[src/rtl/sccb_init_seq.sv]
`timescale 1ns/1ps
// sccb_init_seq: walks a {reg,val} table, issuing one SCCB 3-phase write or delay per entry.
module sccb_init_seq #(
  parameter int unsigned CLK_DIV      = 250,
  parameter logic [7:0]  DEV_ID       = 8'h42,
  parameter int unsigned ADDR_W       = 8,
  parameter int unsigned DELAY_CYCLES = 100000
) (
  input  logic              clk,
  input  logic              rst_n,
  input  logic              start,
  output logic              busy,
  output logic              done,
  output logic [ADDR_W-1:0] rom_addr,
  input  logic [15:0]       rom_data,
  output logic              sioc,
  output logic              siod_o,
  output logic              siod_oe
);

  localparam int unsigned QW = (CLK_DIV > 1) ? $clog2(CLK_DIV) : 1;
  localparam int unsigned DW = (DELAY_CYCLES > 1) ? $clog2(DELAY_CYCLES) : 1;
  localparam logic [QW-1:0]     Q_LAST    = QW'(CLK_DIV - 1);
  localparam logic [DW-1:0]     D_LAST    = DW'(DELAY_CYCLES - 1);
  localparam logic [ADDR_W-1:0] ADDR_LAST = '1;

  typedef enum logic [3:0] {
    S_IDLE, S_FETCH, S_DECODE, S_START, S_BYTE, S_STOP, S_GAP, S_DELAY, S_DONE
  } state_t;

  state_t            state, state_nxt;
  logic [QW-1:0]     qcnt, qcnt_nxt;
  logic [1:0]        quarter, quarter_nxt;
  logic [3:0]        bit_idx, bit_idx_nxt;
  logic [1:0]        byte_idx, byte_idx_nxt;
  logic [DW-1:0]     dly_cyc, dly_cyc_nxt;
  logic [7:0]        dly_unit, dly_unit_nxt;
  logic [7:0]        reg_q, reg_nxt;
  logic [7:0]        val_q, val_nxt;
  logic [ADDR_W-1:0] addr_nxt;
  logic              busy_nxt, done_nxt, sioc_nxt, siod_o_nxt, siod_oe_nxt;
  logic              entry_done;
  logic [7:0]        tx_byte;
  logic              tick;

  // Last clock of the current quarter SIOC period.
  assign tick = (qcnt == Q_LAST);

  // State register and registered outputs.
  always_ff @(posedge clk or negedge rst_n) begin
    if (!rst_n) begin
      state    <= S_IDLE;
      qcnt     <= '0;
      quarter  <= '0;
      bit_idx  <= '0;
      byte_idx <= '0;
      dly_cyc  <= '0;
      dly_unit <= '0;
      reg_q    <= '0;
      val_q    <= '0;
      rom_addr <= '0;
      busy     <= 1'b0;
      done     <= 1'b0;
      sioc     <= 1'b1;
      siod_o   <= 1'b1;
      siod_oe  <= 1'b0;
    end else begin
      state    <= state_nxt;
      qcnt     <= qcnt_nxt;
      quarter  <= quarter_nxt;
      bit_idx  <= bit_idx_nxt;
      byte_idx <= byte_idx_nxt;
      dly_cyc  <= dly_cyc_nxt;
      dly_unit <= dly_unit_nxt;
      reg_q    <= reg_nxt;
      val_q    <= val_nxt;
      rom_addr <= addr_nxt;
      busy     <= busy_nxt;
      done     <= done_nxt;
      sioc     <= sioc_nxt;
      siod_o   <= siod_o_nxt;
      siod_oe  <= siod_oe_nxt;
    end
  end

  // Next-state sequencing, then output decode from the next-cycle position.
  always_comb begin
    state_nxt    = state;
    qcnt_nxt     = tick ? '0 : qcnt + QW'(1);
    quarter_nxt  = quarter;
    bit_idx_nxt  = bit_idx;
    byte_idx_nxt = byte_idx;
    dly_cyc_nxt  = dly_cyc;
    dly_unit_nxt = dly_unit;
    reg_nxt      = reg_q;
    val_nxt      = val_q;
    addr_nxt     = rom_addr;
    busy_nxt     = busy;
    done_nxt     = 1'b0;
    sioc_nxt     = 1'b1;
    siod_o_nxt   = 1'b1;
    siod_oe_nxt  = 1'b0;
    entry_done   = 1'b0;
    tx_byte      = DEV_ID;

    case (state)
      S_IDLE: begin
        if (start) begin
          state_nxt = S_FETCH;
          addr_nxt  = '0;
          busy_nxt  = 1'b1;
        end
      end
      S_FETCH: state_nxt = S_DECODE;
      S_DECODE: begin
        reg_nxt      = rom_data[15:8];
        val_nxt      = rom_data[7:0];
        qcnt_nxt     = '0;
        quarter_nxt  = '0;
        bit_idx_nxt  = '0;
        byte_idx_nxt = '0;
        dly_cyc_nxt  = '0;
        dly_unit_nxt = '0;
        if (rom_data == 16'hFFFF)       state_nxt = S_DONE;
        else if (rom_data[15:8] == 8'hF0) state_nxt = S_DELAY;
        else                            state_nxt = S_START;
      end
      S_START: begin
        if (tick) begin
          quarter_nxt = quarter + 2'd1;
          if (quarter == 2'd2) begin
            state_nxt   = S_BYTE;
            quarter_nxt = '0;
          end
        end
      end
      S_BYTE: begin
        if (tick) begin
          quarter_nxt = quarter + 2'd1;
          if (quarter == 2'd3) begin
            if (bit_idx == 4'd8) begin
              bit_idx_nxt = '0;
              if (byte_idx == 2'd2) state_nxt = S_STOP;
              else                  byte_idx_nxt = byte_idx + 2'd1;
            end else begin
              bit_idx_nxt = bit_idx + 4'd1;
            end
          end
        end
      end
      S_STOP: begin
        if (tick) begin
          quarter_nxt = quarter + 2'd1;
          if (quarter == 2'd3) state_nxt = S_GAP;
        end
      end
      S_GAP: begin
        if (tick) begin
          quarter_nxt = quarter + 2'd1;
          if (quarter == 2'd3) entry_done = 1'b1;
        end
      end
      S_DELAY: begin
        if (dly_cyc == D_LAST) begin
          dly_cyc_nxt  = '0;
          dly_unit_nxt = dly_unit + 8'd1;
        end else begin
          dly_cyc_nxt = dly_cyc + DW'(1);
        end
        if ((val_q == 8'd0) || ((dly_unit == val_q - 8'd1) && (dly_cyc == D_LAST)))
          entry_done = 1'b1;
      end
      S_DONE: begin
        state_nxt = S_IDLE;
        busy_nxt  = 1'b0;
        done_nxt  = 1'b1;
      end
      default: state_nxt = S_IDLE;
    endcase

    // Advance to the next entry; the last table address ends the run instead of wrapping.
    if (entry_done) begin
      if (rom_addr == ADDR_LAST) begin
        state_nxt = S_DONE;
      end else begin
        addr_nxt  = rom_addr + ADDR_W'(1);
        state_nxt = S_FETCH;
      end
    end

    case (byte_idx_nxt)
      2'd0:    tx_byte = DEV_ID;
      2'd1:    tx_byte = reg_nxt;
      default: tx_byte = val_nxt;
    endcase

    case (state_nxt)
      S_START: begin
        siod_oe_nxt = 1'b1;
        siod_o_nxt  = (quarter_nxt == 2'd0);
      end
      S_BYTE: begin
        sioc_nxt = quarter_nxt[1];
        if (bit_idx_nxt == 4'd8) begin
          siod_oe_nxt = 1'b0;
          siod_o_nxt  = 1'b0;
        end else begin
          siod_oe_nxt = 1'b1;
          siod_o_nxt  = tx_byte[3'(4'd7 - bit_idx_nxt)];
        end
      end
      S_STOP: begin
        sioc_nxt    = (quarter_nxt != 2'd0);
        siod_o_nxt  = quarter_nxt[1];
        siod_oe_nxt = (quarter_nxt != 2'd3);
      end
      default: begin
        sioc_nxt    = 1'b1;
        siod_o_nxt  = 1'b1;
        siod_oe_nxt = 1'b0;
      end
    endcase
  end

endmodule

[config.mk]
export PLATFORM = sky130hd
export DESIGN_NAME = sccb_init_seq
export DESIGN_NICKNAME = d
export VERILOG_FILES = /design/src/rtl/sccb_init_seq.sv
export SDC_FILE = /design/constraint.sdc
export NUM_CORES = 1
export LEC_CHECK = 0
export ABC_AREA = 1
export CAP_MARGIN = 0
export CORE_MARGIN = 5
export CORE_UTILIZATION = 25
export CTS_CLUSTER_DIAMETER = 100
export DETAILED_ROUTE_END_ITERATION = 10
export PLACE_DENSITY = 0.45
export SLEW_MARGIN = 25
export SYNTH_ARGS = -nofsm -noshare
export SYNTH_HDL_FRONTEND = slang
export SYNTH_SLANG_ARGS = --single-unit
[constraint.sdc]
create_clock -name clk -period 2.4 [get_ports clk]
set_input_delay 0.48 -clock clk [delete_from_list [all_inputs] [get_ports clk]]
set_output_delay 0.48 -clock clk [all_outputs]
set_load 0.005 [all_outputs]
==> results of run 1 <==
## final timing paths
check | startpoint | end | depth (start not counted)
min in group clk | reg_q[5]$_DFF_PN0_ | reg_q[5]$_DFF_PN0_ | 2
max | dly_cyc[0]$_DFFE_PN0P_ | siod_o$_DFF_PN1_ | 15
max reg2reg | dly_cyc[0]$_DFFE_PN0P_ | siod_o$_DFF_PN1_ | 15
max in group asynchronous | rst_n | sioc$_DFF_PN1_ | 2
min reg2reg | reg_q[5]$_DFF_PN0_ | reg_q[5]$_DFF_PN0_ | 2
min | rst_n | dly_unit[7]$_DFFE_PN0P_ | 1
## layout make-up
type	count	area (um^2)
clock inverters	1	30.0
multi-input cells	428	2360
well taps	229	287
flip-flops and latches	74	1850
fillers	1895	12000
inverters	92	345
clock buffers	15	288
repair buffers	64	588
## power groups by stage
| stage | combinational (mW) | sequential [mW] | clock, mW |
|---|---|---|---|
| global placement | 1.81 | 1.68 | 0 |
| CTS | 1.84 | 1.66 | 1.50 |
| finish | 1.96 | 1.66 | 1.46 |
| global route | 2.20 | 1.70 | 1.56 |
| floorplan | 1.17 | 1.65 | 0 |
| detailed placement | 1.82 | 1.68 | 0 |
## worst max-delay path, stage by stage (launching register included)
cell                       delay [ns]
sky130_fd_sc_hd__dfrtp_1         0.35
sky130_fd_sc_hd__ha_1            0.18
sky130_fd_sc_hd__nand3_1         0.12
sky130_fd_sc_hd__nor2_1          0.15
sky130_fd_sc_hd__nand3_2         0.12
sky130_fd_sc_hd__nor2_2          0.15
sky130_fd_sc_hd__nand3_2         0.10
sky130_fd_sc_hd__o21bai_4        0.21
sky130_fd_sc_hd__nand2_2         0.08
sky130_fd_sc_hd__buf_4           0.15
sky130_fd_sc_hd__nand3b_1        0.14
sky130_fd_sc_hd__buf_6           0.13
sky130_fd_sc_hd__nand4_1         0.09
sky130_fd_sc_hd__nand2_1         0.07
sky130_fd_sc_hd__nor2_1          0.04
sky130_fd_sc_hd__nand2_1         0.07
## per-layer routing
layer  share of wire (%)  up-vias  global-route usage, %
li1                    -     2094                      -
met1                  48     1923                   15.8
met2                  49       55                   20.0
met3                 2.1       14                   2.60
met4                 1.6        0                   4.96
met5                   0        -                      0
## through the flow
step / worst slack (ns) / cell area (um^2)
final: 0.200 / 5750
after global routing: -0.000145 / 5750
after CTS: 0.00581 / 5640
after detailed placement: -0.160 / 5310
after global placement: -0.126 / 5310
after floorplan: 0.381 / 4470
## synthesized netlist by cell type, types with 2 or more instances
cell / number / area [um^2]
sky130_fd_sc_hd__nand2_1: 148 / 556
sky130_fd_sc_hd__dfrtp_1: 72 / 1800
sky130_fd_sc_hd__inv_1: 71 / 267
sky130_fd_sc_hd__nand3_1: 70 / 350
sky130_fd_sc_hd__nor2_1: 52 / 195
sky130_fd_sc_hd__o21ai_0: 27 / 135
sky130_fd_sc_hd__inv_2: 18 / 67.6
sky130_fd_sc_hd__a21oi_1: 15 / 75.1
sky130_fd_sc_hd__ha_1: 14 / 175
sky130_fd_sc_hd__o21ai_1: 14 / 70.1
sky130_fd_sc_hd__nor3_1: 11 / 55.1
sky130_fd_sc_hd__nand4_1: 9 / 56.3
sky130_fd_sc_hd__xnor2_1: 8 / 70.1
sky130_fd_sc_hd__xor2_1: 8 / 70.1
sky130_fd_sc_hd__nor2_2: 6 / 37.5
sky130_fd_sc_hd__o22ai_1: 6 / 37.5
sky130_fd_sc_hd__nand2_2: 5 / 31.3
sky130_fd_sc_hd__a31oi_1: 4 / 25.0
sky130_fd_sc_hd__clkinv_1: 3 / 11.3
sky130_fd_sc_hd__or2_2: 3 / 18.8
sky130_fd_sc_hd__buf_2: 2 / 10.0
sky130_fd_sc_hd__buf_4: 2 / 15.0
sky130_fd_sc_hd__clkbuf_1: 2 / 7.51
sky130_fd_sc_hd__dfstp_2: 2 / 52.6
sky130_fd_sc_hd__nand3b_1: 2 / 15.0
sky130_fd_sc_hd__nor2_4: 2 / 22.5
sky130_fd_sc_hd__nor3_2: 2 / 20.0
sky130_fd_sc_hd__nor3_4: 2 / 32.5
sky130_fd_sc_hd__nor3b_1: 2 / 15.0
sky130_fd_sc_hd__nor4_1: 2 / 12.5
sky130_fd_sc_hd__o21bai_1: 2 / 15.0
## flip-flops by register name, summed over array words and instances (netlist names), 2 cells and up
signal    flops
state         4
reg_q         8
bit_idx       4
dly_unit      8
dly_cyc      17
quarter       2
byte_idx      2
rom_addr      8
qcnt          8
val_q         8
## what timing repair did
item	CTS	global route
buffers inserted	0	1
endpoints found under the setup margin	8	13
pin swaps	0	7
gates resized for setup	3	32
hold endpoints to repair	0	0
## kinds of logic after synthesis
family / share of synthesized area, %
AND/OR/NAND/NOR: 32.4
buffers and inverters: 8.45
AO/OA/AOI/OAI: 10.6
flip-flops: 41.5
XOR/XNOR: 3.13
adder cells (fa/ha/maj): 3.92
==> results_dict.tcl, run 1 <==
set metrics [dict create \
    run_status "complete, no violations" \
    slew_headroom_pct 61.8 \
    htree_num_levels 3 \
    asyncSetResetFlopFracSynth_pct 100 \
    power_frac_comb_pct 38.5 \
    p_sw_share_pct 37.7 \
    fin_nets 702 \
    unrepaired_setup_endpoints_after_global_routing "yes" \
    yosys_most_used_dff "sky130_fd_sc_hd__dfrtp_1" \
    type_of_the_worst_min_delay_path "in2async" \
    leading_cell_types_in_the_layout_fill_and_taps_excluded "143 x sky130_fd_sc_hd__nand2_1, 72 x sky130_fd_sc_hd__dfrtp_1, 69 x sky130_fd_sc_hd__inv_1" \
    vdd_drop_max_mv 0.383 \
    initial_utilization_pct 25.2 \
    post_route_cells_drive_above_1_share_pct 17.2 \
    power-per-cell-area_mw_per_mm2 883 \
    drc_violation_count_after_routing 0 \
    min_period_ns 2.20 \
    critical_path_arrival_ns 2.48 \
    die-area_mm2 0.0207 \
    clock_path_buffers 2 \
    globalRouteOverflowTotal 0 \
    clk_pin_slew_worst_paths_ns 0.06 \
    synthesis.instances 600 \
    internal-power_mw 3.16 \
    grt.total_usage_pct 12.3 \
    switching_power_mw 1.91 \
    count_of_vias_placed_by_the_detailed_router 4086 \
    critical_path_maximum_fanout 3 \
    finalCritPeriodShare_pct 91.7 \
    dr.first_iter.drc_count 261 \
    via_density_per_instance 4.52 \
    io-pin-count 32 \
    fp.coreArea_mm2 0.0178 \
    timing.clock.skew_ns 0.00964 \
    flow.area_growth_from_synthesis_pct 28.6 \
    mapped_cell_area_mm2 0.00447 \
    tightestPinTransition_ns 0.572 \
    synth-seq-area-share_pct 41.5 \
    maximum_number_of_pins_on_one_net_before_global_route_repair 42 \
    clk_root_buffer_cell "sky130_fd_sc_hd__clkbuf_16" \
    place_inst 887 \
    cts_made_buffers 9 \
    cp-end-kind "flip-flop" \
    first_global_vias 4058 \
    synth_cell_type_count 45 \
    antenna_violations_before_repair 0 \
    floorplan.die.width_um 144 \
    report.final.slew_viol_count 0 \
    first_pass_grt_wire_length_mm 20.1 \
    report.power.total_mw 5.08 \
    clock_power_share_pct 28.7 \
    max_clk_rate_mhz 455 \
    routed_wirelength_mm 12.0 \
    fraction_of_the_core_area_covered_by_cells_at_the_end_of_the_flow_pct 32.4 \
    worstSetupStartpointType "flip-flop" \
    final-hold-violation-count 0 \
    yosysWarningCount 0 \
    dr.pass1.iters 4 \
    die_height_um 144 \
    synth_nets 633 \
    setup-tns-final_ns 0 \
    leakage_component_of_the_power_nw 2.64 \
    worst_hold_slack_ns 0.104 \
    crit_type "reg2reg" \
    tritoncts "built" \
    num_rows 49 \
    count_of_flip_flops_with_a_built_in_enable_after_synthesis 0 \
    timing.final.setup_violations 0 \
    route.detailed.wl_per_inst_um 13.3 \
    reg2reg_setup_slack_ns 0.20 \
    antenna_cells_inserted 0 \
    mostFrequentLayoutCell "sky130_fd_sc_hd__nand2_1" \
    postSynthAreaPerCell_um2 7.45 \
    detailedPlacementHpwl_mm 8.98 \
    post_cts_hold_buffer_count 0 \
    clkLatencyLatePin_ns 0.34 \
    required_worst_endpoint_ns 2.68 \
    finish.cell_count_without_fillers 903 \
    ant_nets 0 \
    ys_seq_elements 74 \
    power_frac_seq_pct 32.8 \
    gp_routability_congestion 0.810 \
    cap_viol_max_count 0 \
    placement.io_buffers 31 \
    clock_sink_count 74 \
]
Power figures use the tool's default switching activity.
==> run 2: changes to the inputs <==
CTS_CLUSTER_DIAMETER = not set   (was 100)
==> results of run 2 <==
No change in the layout: final DEF, timing and power equal those of run 1.
